$ cat config.mk
export PLATFORM = sky130hd
export DESIGN_NAME = cva6_instr_feeder
export DESIGN_NICKNAME = d
export VERILOG_FILES = /design/src/rtl/cva6_feeder_pkg.sv /design/src/rtl/cva6_instr_feeder.sv
export SDC_FILE = /design/constraint.sdc
export NUM_CORES = 1
export LEC_CHECK = 0
export BUFFER_PORTS_ARGS = -buffer_cell sky130_fd_sc_hd__buf_2
export CORE_UTILIZATION = 59
export CTS_CLUSTER_DIAMETER = 80
export DETAILED_ROUTE_END_ITERATION = 10
export HOLD_SLACK_MARGIN = 0.15
export PLACE_DENSITY_LB_ADDON = 0.12
export SLEW_MARGIN = 20
export SYNTH_ARGS = -nofsm -noshare
export SYNTH_HDL_FRONTEND = slang
export SYNTH_SLANG_ARGS = --single-unit
$ cat constraint.sdc
create_clock -name clk_i -period 9.2 [get_ports clk_i]
set_input_delay 1.84 -clock clk_i [delete_from_list [all_inputs] [get_ports clk_i]]
set_output_delay 1.84 -clock clk_i [all_outputs]
set_load 0.02 [all_outputs]
$ cat src/rtl/cva6_feeder_pkg.sv
// ============================================================================
// Module : cva6_feeder_pkg
// Brief  : Shared opcodes, feeder state encoding and load/store decode.
// Rev    : 1.0  initial release
// ============================================================================
`default_nettype none

package cva6_feeder_pkg;

   localparam logic [6:0] OPC_LOAD  = 7'b0000011;
   localparam logic [6:0] OPC_STORE = 7'b0100011;

   typedef enum logic [1:0] {
      ST_IDLE   = 2'd0,
      ST_ISSUE  = 2'd1,
      ST_BUBBLE = 2'd2,
      ST_DONE   = 2'd3
   } state_t;

   function automatic logic is_mem_op(input logic [31:0] instr);
      return (instr[6:0] == OPC_LOAD) || (instr[6:0] == OPC_STORE);
   endfunction

endpackage

`default_nettype wire

$ cat src/rtl/cva6_instr_feeder.sv
// ============================================================================
// Module : cva6_instr_feeder
// Brief  : Snapshots a fixed program on start and issues it to the CVA6 shim
//          under valid/ready, with bubbles after loads/stores.
//          Optional macro CVA6_FEEDER_MEMRESP_WAIT_EN: bubble waits on
//          mem_resp_i instead of a fixed STALL_CYCLES count.
// Rev    : 1.0  initial release
// ============================================================================
`default_nettype none

module cva6_instr_feeder
   import cva6_feeder_pkg::*;
#(
   parameter int PROG_LEN     = 4,
   parameter int STALL_CYCLES = 1,
   parameter int PC_W         = $clog2(PROG_LEN + 1)
) (
   input  logic                  clk_i,
   input  logic                  rst_i,
   input  logic                  start_i,
   input  logic [PROG_LEN*32-1:0] prog_i,
`ifdef CVA6_FEEDER_MEMRESP_WAIT_EN
   input  logic                  mem_resp_i,
`endif
   output logic [31:0]           instr_o,
   output logic                  instr_valid_o,
   input  logic                  instr_ready_i,
   output logic [PC_W-1:0]       pc_o,
   output logic                  busy_o,
   output logic                  done_o
);

   localparam int            c_CNT_W   = (STALL_CYCLES > 0) ? $clog2(STALL_CYCLES + 1) : 1;
   localparam logic          c_BUB_EN  = (STALL_CYCLES > 0);
   localparam logic [PC_W-1:0] c_PC_LAST = PC_W'(PROG_LEN);

   state_t               r_state, w_state_n;
   logic [31:0]          r_instr, w_instr_n;
   logic                 r_valid, w_valid_n;
   logic [PC_W-1:0]      r_pc,    w_pc_n;
   logic                 r_busy,  w_busy_n;
   logic                 r_done,  w_done_n;
   logic [c_CNT_W-1:0]   r_cnt,   w_cnt_n;
   logic                 w_load;
   logic                 w_fire;
   logic [PC_W-1:0]      w_pc_inc;
   logic [31:0]          w_slot_cur;
   logic [31:0]          w_slot_next;
   logic [31:0]          r_buf [PROG_LEN];

   assign w_fire   = r_valid && instr_ready_i;
   assign w_pc_inc = r_pc + PC_W'(1);

   // Program snapshot; only written on an accepted start.
   generate
      for (genvar k = 0; k < PROG_LEN; k++) begin : g_buf
         always_ff @(posedge clk_i) begin
            if (w_load) begin
               r_buf[k] <= prog_i[32*k +: 32];
            end
         end
      end
   endgenerate

   always_comb begin
      w_slot_cur  = 32'd0;
      w_slot_next = 32'd0;
      for (int k = 0; k < PROG_LEN; k++) begin
         if (r_pc == PC_W'(k)) begin
            w_slot_cur = r_buf[k];
         end
         if (w_pc_inc == PC_W'(k)) begin
            w_slot_next = r_buf[k];
         end
      end
   end

   always_ff @(posedge clk_i) begin
      if (rst_i) begin
         r_state <= ST_IDLE;
         r_instr <= 32'd0;
         r_valid <= 1'b0;
         r_pc    <= '0;
         r_busy  <= 1'b0;
         r_done  <= 1'b0;
         r_cnt   <= '0;
      end else begin
         r_state <= w_state_n;
         r_instr <= w_instr_n;
         r_valid <= w_valid_n;
         r_pc    <= w_pc_n;
         r_busy  <= w_busy_n;
         r_done  <= w_done_n;
         r_cnt   <= w_cnt_n;
      end
   end

   always_comb begin
      w_state_n = r_state;
      w_instr_n = r_instr;
      w_valid_n = r_valid;
      w_pc_n    = r_pc;
      w_done_n  = r_done;
      w_cnt_n   = r_cnt;
      w_load    = 1'b0;
      case (r_state)
         ST_IDLE, ST_DONE: begin
            if (start_i) begin
               w_load    = 1'b1;
               w_state_n = ST_ISSUE;
               w_valid_n = 1'b1;
               w_instr_n = prog_i[31:0];
               w_pc_n    = '0;
               w_done_n  = 1'b0;
               w_cnt_n   = '0;
            end
         end
         ST_ISSUE: begin
            if (w_fire) begin
               w_pc_n = w_pc_inc;
               if (w_pc_inc == c_PC_LAST) begin
                  w_state_n = ST_DONE;
                  w_valid_n = 1'b0;
                  w_done_n  = 1'b1;
`ifdef CVA6_FEEDER_MEMRESP_WAIT_EN
               end else if (is_mem_op(r_instr)) begin
`else
               end else if (c_BUB_EN && is_mem_op(r_instr)) begin
`endif
                  w_state_n = ST_BUBBLE;
                  w_valid_n = 1'b0;
                  w_cnt_n   = c_CNT_W'(STALL_CYCLES);
               end else begin
                  w_instr_n = w_slot_next;
               end
            end
         end
         ST_BUBBLE: begin
`ifdef CVA6_FEEDER_MEMRESP_WAIT_EN
            if (mem_resp_i) begin
`else
            w_cnt_n = r_cnt - c_CNT_W'(1);
            if (r_cnt == c_CNT_W'(1)) begin
`endif
               w_state_n = ST_ISSUE;
               w_valid_n = 1'b1;
               w_instr_n = w_slot_cur;
            end
         end
         default: begin
            w_state_n = ST_IDLE;
            w_valid_n = 1'b0;
         end
      endcase
      w_busy_n = (w_state_n == ST_ISSUE) || (w_state_n == ST_BUBBLE);
   end

   assign instr_o       = r_instr;
   assign instr_valid_o = r_valid;
   assign pc_o          = r_pc;
   assign busy_o        = r_busy;
   assign done_o        = r_done;

endmodule

`default_nettype wire

==> impl_metrics.ini <==
[sta]
rsz0062_at_grt = no
relSlewSlack_pct = 34.4
tns_ns = 0
fmax_mhz = 294
fin_crit_sh_pct = 36.9
skew_ns = 0.00885
min_period_ns = 3.40
finalSetupViolations = 0
finalHoldViolCount = 0
maxSlewViolCount = 0
tightest_slew_ns = 0.981

[grt]
grtUsageMet3_pct = 8.27
grt_use_total_pct = 32.4
use_met1_pct = 39.4
antenna_found_initial = 1
overflow = 0
grt_max_degree = 75
first_global_vias = 6999
grt_pass1_wl_um = 35400
grtUsageMet2_pct = 52.0
gr-max-usage-layer = met2

[pwr]
powerDensity_nw_per_um2 = 199
switching_share_pct = 25.3
leakage_nw = 3.60
internal_power_w = 0.00144
p_seq_share_pct = 48.5
pwr-share-comb_pct = 12.1
clkPwrFrac_pct = 39.4
total_power_w = 0.00193
ir_drop_v = 0.000170
p_sw_w = 0.000487

[clock_tree]
ctsResizeCount = 0
ctsHtreeMaxLevel = 4
cts.clk_slew.worst_paths_ns = 0.06
cts_sinks = 169
cts_made_buffers = 17
cts_setup_buffers = 0
clock-root-buffer = clkbuf_16
clock_latency_ns = 0.44
ctsHoldBuffers = 0
tritoncts = done
cts.path.max_buffers = 2

[floorplanning]
ios = 170
core_area_um2 = 13400
initial_utilization_pct = 61.3
die_y_um = 120
die_area_um2 = 14400
fp-row-count = 42
dieWidth_um = 120

[logic_synthesis]
yosysWarnings = 0
syn_area_um2 = 8210
async_flop_share_pct = 0
synth_compound_area_share_pct = 21.2
ys_ff_latch = 169
syn_inst = 777
synth_nets = 917
synth.avg_cell_area_um2 = 10.6
synth_simple_gate_area_share_pct = 16.5
synth-seq-area-share_pct = 56.8
yosysUniqueCellTypes = 45
synth_top_family_by_area = compound AO/OA/AOI/OAI gates
synthAdderAreaFrac_pct = 1.22
synth.mux.area_fraction_pct = 0.137
synthXorXnorAreaFrac_pct = 0
synth-edff-count = 128
ys.flop_type = edfxtp_1

[placed_design]
gp_congestion = 0.832
dp_hpwl_um = 13800
port_buffers = 169

[layout]
drive_gt1_share_pct = 24.3
area_growth_pct = 18.1
final_nets = 1045

[critical_path]
startpoint = start_i
crit_chain = buf_2, nand2_1, inv_4, buf_4
cp.required_ns = 9.26
critical_path_class = input port to flop
worstSetupStartpointType = input port
slowest_stage = buf_4
worstSetupEndpointType = flop
cp.arrival_ns = 3.46
critPathMaxStageDelay_ns = 0.80
worstPathMaxFanout = 69
r2r-start = r_state[0]

[min_path]
hp-class = flop to flop
hold_start = instr_o[24]

[flow_run]
maxCapViolations = 0

[drt]
dr.first_iter.drc_count = 933
viasPerCell = 6.59
routed_wl_um = 23200
ant_nets = 0
drt-wirelength-per-cell_um = 21.2
route.detailed.drc = 0
vias = 7218
drt-pass1-iter-count = 6

[status]
status = finished, final reports clean
==> per-layer routing <==
layer | part of all wire, % | up-vias
li1 | - | 3184
met1 | 37 | 3429
met2 | 48 | 529
met3 | 11 | 76
met4 | 3.9 | 0
met5 | 0 | -
==> power groups by stage <==
stage / clock network, W / logic (W) / registers (W)
final: 0.000759 / 0.000233 / 0.000936
after global routing: 0.000792 / 0.000251 / 0.000940
after CTS: 0.000763 / 0.000230 / 0.000933
after detailed placement: 0 / 0.000229 / 0.000948
after global placement: 0 / 0.000219 / 0.000945
after floorplan: 0 / 0.000126 / 0.000961
==> cell families (layout without fill, tap and decap cells) <==
group,after synthesis,after routing
compound gates,243,243
flops,169,169
mux,1,1
simple gates,280,280
fa+ha+maj,8,8
buf+inv,76,217
other cells,0,1
==> per-stage QoR <==
step	utilization, %	hold WS [ns]	worst slack [ns]	instances	cell area (um2)
CTS	72.4	0.479	5.81	1094	9700
floorplan	-	0.488	4.34	777	8210
global placement	67.7	0.446	5.41	1062	9070
finish	72.4	0.483	5.80	1095	9700
detailed placement	67.7	0.465	5.34	1062	9070
global route	72.4	0.513	5.67	1095	9700
==> cells in the mapped netlist, drive strengths merged (6+ instances only) <==
library cell  count  area (um2)
a31oi            32         200
a32o             31         310
buf              17         116
a221oi           23         201
dfxtp            41         821
nor2             26         100
clkbuf           52         195
nor2b             6        37.5
o22ai            31         194
nand2b           98         621
nand2           140         526
edfxtp          128        3840
o311ai           30         263
inv               7        26.3
o21ai            64         320
a21oi             8        40.0
a211oi            8        60.1
ha                8         100
==> cells in the final DEF (no fill, tap or decap), drive strengths merged, types with 2 or more instances in the layout <==
| master | instances |
|---|---|
| a211oi | 8 |
| edfxtp | 128 |
| a221oi | 23 |
| o21ai | 64 |
| a32oi | 2 |
| clkbuf | 18 |
| o311ai | 30 |
| bufinv | 4 |
| a32o | 31 |
| and2 | 2 |
| buf | 178 |
| inv | 9 |
| ha | 8 |
| or2 | 2 |
| a31oi | 32 |
| clkinv | 7 |
| a21oi | 8 |
| o22ai | 31 |
| or3b | 2 |
| nand2 | 140 |
| dfxtp | 41 |
| nor2 | 26 |
| a22oi | 2 |
| nor2b | 6 |
| nand2b | 98 |
==> worst paths after layout <==
kind / to / slack (ns) / cells after the start
worst max-delay path: r_buf[0][10] / 5.80 / 4
worst min-delay path: instr_o[24] / 0.48 / 1
worst max register to register: instr_o[28] / 6.10 / 8
worst min register to register: instr_o[24] / 0.48 / 1
==> state kept, by name, indices dropped and copies added, names as in the netlist <==
name / flops
r_buf: 128
instr_o: 32
pc_o: 3
r_state: 2
busy_o: 1
done_o: 1
instr_valid_o: 1
r_cnt: 1
==> area by class of cell <==
| class | instances | area (um2) |
|---|---|---|
| sequential | 169 | 4660 |
| fill | 960 | 3700 |
| multi-input combinational | 532 | 3240 |
| timing repair buffer | 178 | 913 |
| clock buffer | 18 | 429 |
| tap | 176 | 220 |
| clock inverter | 14 | 198 |
| inverter | 7 | 28.8 |
| antenna | 1 | 2.50 |
==> worst max-delay path: cells and delay by family <==
family	cells	cell delay, ns
buf+inv	3	1.47
simple gates	1	0.11
No activity file was read; power rests on OpenSTA's default activity.
